## config.mk

```make
export PLATFORM = sky130hd
export DESIGN_NAME = alu_regfile_datapath
export DESIGN_NICKNAME = d
export VERILOG_FILES = /design/src/rtl/riscblade_pkg.sv /design/src/rtl/reg_file_16x16.sv /design/src/rtl/alu_regfile_datapath.sv
export SDC_FILE = /design/constraint.sdc
export NUM_CORES = 1
export LEC_CHECK = 0
export BUFFER_PORTS_ARGS = -buffer_cell sky130_fd_sc_hd__buf_4
export CORE_ASPECT_RATIO = 1.5
export CORE_MARGIN = 2
export CORE_UTILIZATION = 40
export CTS_BUF_LIST = sky130_fd_sc_hd__clkbuf_8 sky130_fd_sc_hd__clkbuf_16
export CTS_CLUSTER_SIZE = 28
export DETAILED_ROUTE_END_ITERATION = 12
export PLACE_DENSITY = 0.63
export SLEW_MARGIN = 5
export SYNTH_ARGS = -nofsm -noshare
export SYNTH_HDL_FRONTEND = slang
export SYNTH_SLANG_ARGS = --single-unit
```

## constraint.sdc

```tcl
create_clock -name i_clock -period 9.63 [get_ports i_clock]
set_input_delay 1.4445 -clock i_clock [delete_from_list [all_inputs] [get_ports i_clock]]
set_output_delay 1.4445 -clock i_clock [all_outputs]
set_load 0.01 [all_outputs]
```

## src/rtl/riscblade_pkg.sv

```systemverilog
// Shared constants and ALU op encodings for the riscblade datapath slice.
package riscblade_pkg;

   localparam int DATA_W    = 16;
   localparam int ADDR_W    = 4;
   localparam int REG_DEPTH = 1 << ADDR_W;

   typedef enum logic {
      ALU_ADD = 1'b0,
      ALU_SUB = 1'b1
   } alu_op_e;

endpackage : riscblade_pkg

```

## src/rtl/reg_file_16x16.sv

```systemverilog
// 16 x 16-bit register file: sync reset, one sync write port,
// two combinational read ports with no write-to-read bypass.
module reg_file_16x16
   import riscblade_pkg::*;
(
   input  logic              i_clock,
   input  logic              i_reset,
   input  logic [ADDR_W-1:0] i_regaddr1,
   input  logic [ADDR_W-1:0] i_regaddr2,
   input  logic [ADDR_W-1:0] i_regdest,
   input  logic [DATA_W-1:0] i_regdata,
   input  logic              i_regwrite,
   output logic [DATA_W-1:0] o_regout_a,
   output logic [DATA_W-1:0] o_regout_b
);

   logic [DATA_W-1:0] r_regs [REG_DEPTH];

   // Storage update: reset clears every entry, otherwise write one entry.
   // NOTE: the array is cleared on reset because every read must return 0x0000
   // (never X) after reset; this rules out a reset-less RAM macro.
   // NOTE: non-blocking assignments so reads in this cycle still see old data.
   always_ff @(posedge i_clock) begin
      if (i_reset) begin
         for (int i = 0; i < REG_DEPTH; i++) begin
            r_regs[i] <= '0;
         end
      end else if (i_regwrite) begin
         r_regs[i_regdest] <= i_regdata;
      end
   end

   // Read muxes are purely combinational: zero-cycle latency, old value
   // visible during a write cycle.
   assign o_regout_a = r_regs[i_regaddr1];
   assign o_regout_b = r_regs[i_regaddr2];

endmodule : reg_file_16x16

```

## src/rtl/alu_regfile_datapath.sv

```systemverilog
// Datapath slice: register file plus an independent 16-bit add/sub ALU
// with a zero flag. ALU operands come straight from ports.
module alu_regfile_datapath
   import riscblade_pkg::*;
(
   input  logic              i_clock,
   input  logic              i_reset,
   input  logic [ADDR_W-1:0] i_regaddr1,
   input  logic [ADDR_W-1:0] i_regaddr2,
   input  logic [ADDR_W-1:0] i_regdest,
   input  logic [DATA_W-1:0] i_regdata,
   input  logic              i_regwrite,
   output logic [DATA_W-1:0] o_regout_a,
   output logic [DATA_W-1:0] o_regout_b,
   input  logic [DATA_W-1:0] i_srca,
   input  logic [DATA_W-1:0] i_srcb,
   input  logic              i_aluop,
   output logic [DATA_W-1:0] o_aluout,
   output logic              o_zero
);

   logic [DATA_W-1:0] w_alu_result;
   alu_op_e           w_alu_op;

   reg_file_16x16 u_reg_file (
      .i_clock    (i_clock),
      .i_reset    (i_reset),
      .i_regaddr1 (i_regaddr1),
      .i_regaddr2 (i_regaddr2),
      .i_regdest  (i_regdest),
      .i_regdata  (i_regdata),
      .i_regwrite (i_regwrite),
      .o_regout_a (o_regout_a),
      .o_regout_b (o_regout_b)
   );

   assign w_alu_op = alu_op_e'(i_aluop);

   // ALU: add or subtract modulo 2**DATA_W; carry/borrow is dropped.
   // NOTE: default assignment first so no path leaves the result unassigned
   // (which would infer a latch).
   always_comb begin
      w_alu_result = '0;
      case (w_alu_op)
         ALU_ADD: w_alu_result = i_srca + i_srcb;
         ALU_SUB: w_alu_result = i_srca - i_srcb;
         default: w_alu_result = '0;
      endcase
   end

   assign o_aluout = w_alu_result;
   assign o_zero   = (w_alu_result == '0);

endmodule : alu_regfile_datapath

```

Word level (Yosys, flattened, before mapping)
Memory sizes are Yosys's and may differ from the RTL's. Cells that the tools add are included.

Register bits after elaboration: 0. Bits in writable memories: 256. Logic and storage cells: 15. Memories kept: 1. Output and inout port bits: 49. Bits of input ports: 64.

Memories: u_reg_file.r_regs (depth 16, width 16, read ports 2, clocked after memory_dff 0, write ports 16, line reg_file_16x16.sv:17) `logic [DATA_W-1:0] r_regs [REG_DEPTH];`.

Reductions and logical operators: 2. Bitwise logic cells: 1. Mux-type cells: 9. Add/sub/neg operators: 2.

Operator list (number): case mux 16 bit (2 select lines) (1); adder 16 bit (1); zero test 16 bit (1); 2-to-1 mux 16 bit (1); OR reduction 16 bit (1); subtractor 16 bit (1); 2-to-1 mux 1 bit (6); 2-to-1 mux 4 bit (1); inverter 1 bit (1).

Logic depth before layout (Yosys ltp)
Depth after elaboration: 5. Mapped depth: 14.

Modules after synthesis
A second synthesis with hierarchy kept.

Cells, all modules: 1007. Area, all modules: 14453.9 µm².

By module, submodules not included: reg_file_16x16 (cells each 859, area each 13414.1 µm², instances 1); alu_regfile_datapath (cells each 148, area each 1039.7 µm², instances 1).

Least setup slack after synthesis
OpenSTA, ideal clock, no wires.

Path type: in2out. From: input i_srcb[3]. To: output o_zero. Arrival time: 4.113 ns. Cell stages on the path: 13. Data required time: 8.186 ns. Buffers on the path: 0. Setup slack: 4.072 ns. Path through: nor4_2 > nand2_1 > nor2_1 > a21o_1 > o21ai_0 > xnor2_1 > ha_1 > a21o_1 > a21oi_1 > or3b_2 > o22ai_2 > xnor2_1 > nor4_2.

Word-level cells in the longest chain between the ends: 3. Elaborated cells on any way between the ends: 4.

RTL lines: start: declaration (line alu_regfile_datapath.sv:16) `input logic [DATA_W-1:0] i_srcb,`; subtractor 16 bit / adder 16 bit (equally long branches) (line alu_regfile_datapath.sv:46, alu_regfile_datapath.sv:45); case mux 16 bit (2 select lines) (*) (line alu_regfile_datapath.sv:44) `case (w_alu_op)`; named net o_aluout[15] (line alu_regfile_datapath.sv:18) `output logic [DATA_W-1:0] o_aluout,`; zero test 16 bit (*) (line alu_regfile_datapath.sv:52) `assign o_zero = (w_alu_result == '0);`; end: declaration (line alu_regfile_datapath.sv:19) `output logic o_zero`.

The timed path passes the listed nets; every way through them passes the cells marked *.

Final worst setup path
From: input i_srcb[3]. To: output o_zero.

Word-level cells in the longest chain between the ends: 3. Elaborated cells on any way between the ends: 4.

RTL lines (line): subtractor 16 bit / adder 16 bit (equally long branches) (alu_regfile_datapath.sv:46, alu_regfile_datapath.sv:45); case mux 16 bit (2 select lines) (*) (alu_regfile_datapath.sv:44); zero test 16 bit (*) (alu_regfile_datapath.sv:52).

Mark *: on every way between the ends. The rest lies on a longest branch, timed or not.

==> impl_results.md <==
- Combinational fraction of design power: between 10% and 20%
- Post-synthesis area per instance: 15.41 um^2
- Worst path bufs/invs: 2
- Worst endpoint data arrival time: 4.68 ns
- Initial antenna violation count: 0
- Layout fillers: 3177
- Die Wd: roughly 160 um
- Synth unique cells: 52
- Final GP Congestion: 0.8452
- Internal Pwr Total: around 0.0020 W
- Rows: between 80 and 90
- Diodes inserted: 0
- Global-route wire length before repair: about 60000 um
- Clk slew on worst S/H paths: ~0.07 ns
- Final core area utilization: between 40% and 50%
- DR WL/cell: between 20 and 30 um
- Leakage power: approximately 5.8 nW
- Share of layout cells above drive strength 1: roughly a third
- DR pass1 iterations: 4
- Max frequency: between 150 and 200 MHz
- Total GRT Usage: a little over a fifth
- Top flop regs: u_reg_file.r_regs (256)
- CP delay by family, top: compound AO/OA/AOI/OAI gates
- Switching power share of the total: between 20% and 30%
- PD cells: ~160 nW/um^2
- Register bit total from synthesis: ~260
- Clock root buffer: clkbuf_16
- Final Hold Violating Endpoints: 0
- Die height: between 200 and 250 um
- Yosys top cell by area: edfxtp_1
- Crit Path Class: in -> out
- Nets@finish: 1107
- Core Region: 35950 um^2
- Ys Warns: 0
- Number of flops mapped to enable cells by yosys: about 260
- Top reg by flops: u_reg_file.r_regs
- Area growth syn-to-layout: 13.59%
- Async SR Flop Fraction: 0%
- Overall routed net length: slightly above 40000 um
- Dpl hpwl: ~25000 um
- Main synth FF type: edfxtp_1
- Setup crit start kind: input port
- Sink Count: 256
- DR vias: slightly below 9k
- Worst-Margin Slew: ~1.1 ns
- Post-route setup TNS: 0 ns
- Num ports: 113
- CP max stage cell: a2111oi_0
- CTS buffer count: 23
- Final slew viol count: 0
- Hold WC Path Type: in -> reg
- Register area share after synthesis: between 50% and 60%
- NetSw: 0.0006950 W
- Depth of the CTS H-tree: 1
- Worst-path fanout max: 8
- Port Buffers: 112
- RSZ-0062 raised after global routing: false
- Post-synth top area share: a little over half
- DR vias/cell: just under 6
- Sequential share of power: 49.0%
- Pin count of the biggest net entering global routing: 65
- ANT nets after route: 0
- Final setup fails: 0
- CTS tree: done
- DIE AREA: ~38000 um^2
- Fin crit share: between 60% and 70%
- Status: completed
- DR iter-0 viols: 720
- Synth Net Count: a little over 1k
- Max-slew headroom: 26.59%
- Post-CTS Resized: 0
- Starting density of the core: between 40% and 50%
- Clock Power Share: approximately a third
- Peak VDD IR: 0.1074 mV
- Critical path required time: about 8.2 ns
- Largest register FFs: about 260
- Crit path cell chain: buf_4 > nor4_2 > nor4b_4 > nor2_1 > xnor2_1 > ha_1 > a2111oi_0 > o21ai_1 > a221oi_1 > xor2_1 > o2111ai_1 > nor4_2 > buf_4
- Clk buf depth: 3
- Max-Cap Viols: 0
- DRC viols: 0
- Synth top area cells: edfxtp_1 (53%), mux4_2 (25%), and2_1 (11%), ha_1 (1.4%), clkbuf_1 (1.3%)
- Netlist Area Pre-Place: 14580 um^2
- # Post-CTS Setup Buffers: 0
- GR Overflow Total: 0
- Gate count after technology mapping: between 900 and 1k
- Vias in the first global route: 9149
- Hold_buf cts: 0
- Crit path capture type: primary output
- Fin crit period: between 6 and 7 ns
- Max incr delay on CP: 0.42 ns
==> logic make-up after synthesis <==
logic type / count (synthesis) / synth area share (%)
fa+ha+maj: 17 / 1.511
buf+inv: 81 / 2.214
mux: 161 / 24.79
simple gates: 349 / 14.55
flops: 256 / 52.73
xor+xnor: 25 / 1.502
compound gates: 57 / 2.704
==> power by group through the flow <==
stage | combinational [W] | sequential [W] | clock [W]
floorplan | 0.000307 | 0.00133 | 0
detailed placement | 0.000500 | 0.00134 | 0
global placement | 0.000499 | 0.00134 | 0
CTS | 0.000501 | 0.00132 | 0.000885
finish | 0.000499 | 0.00132 | 0.000874
global route | 0.000530 | 0.00133 | 0.000921
==> stage by stage <==
stage / power (W) / hold slack (ns) / setup slack [ns] / instances / cell area [um^2]
4_1_cts: 0.002704 / 1.300 / 3.521 / 1519 / 16560
5_1_grt: 0.002776 / 1.327 / 3.060 / 1519 / 16560
6_report: 0.002690 / 1.318 / 3.508 / 1519 / 16560
2_1_floorplan: 0.001637 / 1.643 / 4.072 / 946 / 14580
3_3_place_gp: 0.001835 / 1.840 / 3.602 / 1479 / 15870
3_5_place_dp: 0.001842 / 1.847 / 3.535 / 1479 / 15870
==> Yosys cell counts (4+ instances only) <==
cell and instances:
and2_1 257, edfxtp_1 256, mux4_2 160, clkbuf_1 52
nor2_1 27, or2_2 17, xnor2_1 17, ha_1 16
buf_2 15, a21oi_1 14, nand2_1 12, inv_1 10
nor3_1 8, xor2_1 8, nand2b_1 5, o21ai_0 5
a211oi_1 4, a21o_1 4, buf_1 4, o21ai_1 4
==> final timing paths <==
check	cells past startpoint	start	endpoint
worst max-delay path	13	i_srcb[3]	o_zero
worst min-delay path	2	i_regdata[3]	u_reg_file.r_regs[0][3]
==> placed cells by master, fill, tap and decap left out, drive strengths merged, types with 4 or more instances in the layout <==
cell      Yosys  final
and2        257    257
edfxtp      256    256
mux4        160    160
buf          19    126
nor2         27     27
clkbuf       52     23
or2          20     20
xnor2        17     17
ha           16     16
a21oi        14     14
inv          10     13
nand2        12     12
o21ai         9      9
clkinv        0      9
xor2          8      8
nor3          8      8
nand2b        5      5
a211oi        5      5
a21o          4      4
clkinvlp      0      4
nor4          4      4
==> layout make-up <==
| class | count | area [um^2] | area share [%] |
|---|---|---|---|
| clock inverter | 17 | 116.4 | 0.7027 |
| inverter | 10 | 37.54 | 0.2267 |
| multi-input combinational | 609 | 6598 | 39.84 |
| tap | 478 | 598.1 | 3.612 |
| sequential | 256 | 7687 | 46.43 |
| clock buffer | 23 | 575.6 | 3.476 |
| timing repair buffer | 126 | 945.9 | 5.713 |
==> layer usage <==
metal | track usage, % | share of wire [%]
met5 | 0 | 0
met4 | 9.637 | 4.4
met3 | 2.121 | 5.0
met2 | 42.48 | 57
met1 | 23.93 | 34
(Power assumes the default switching activity.)
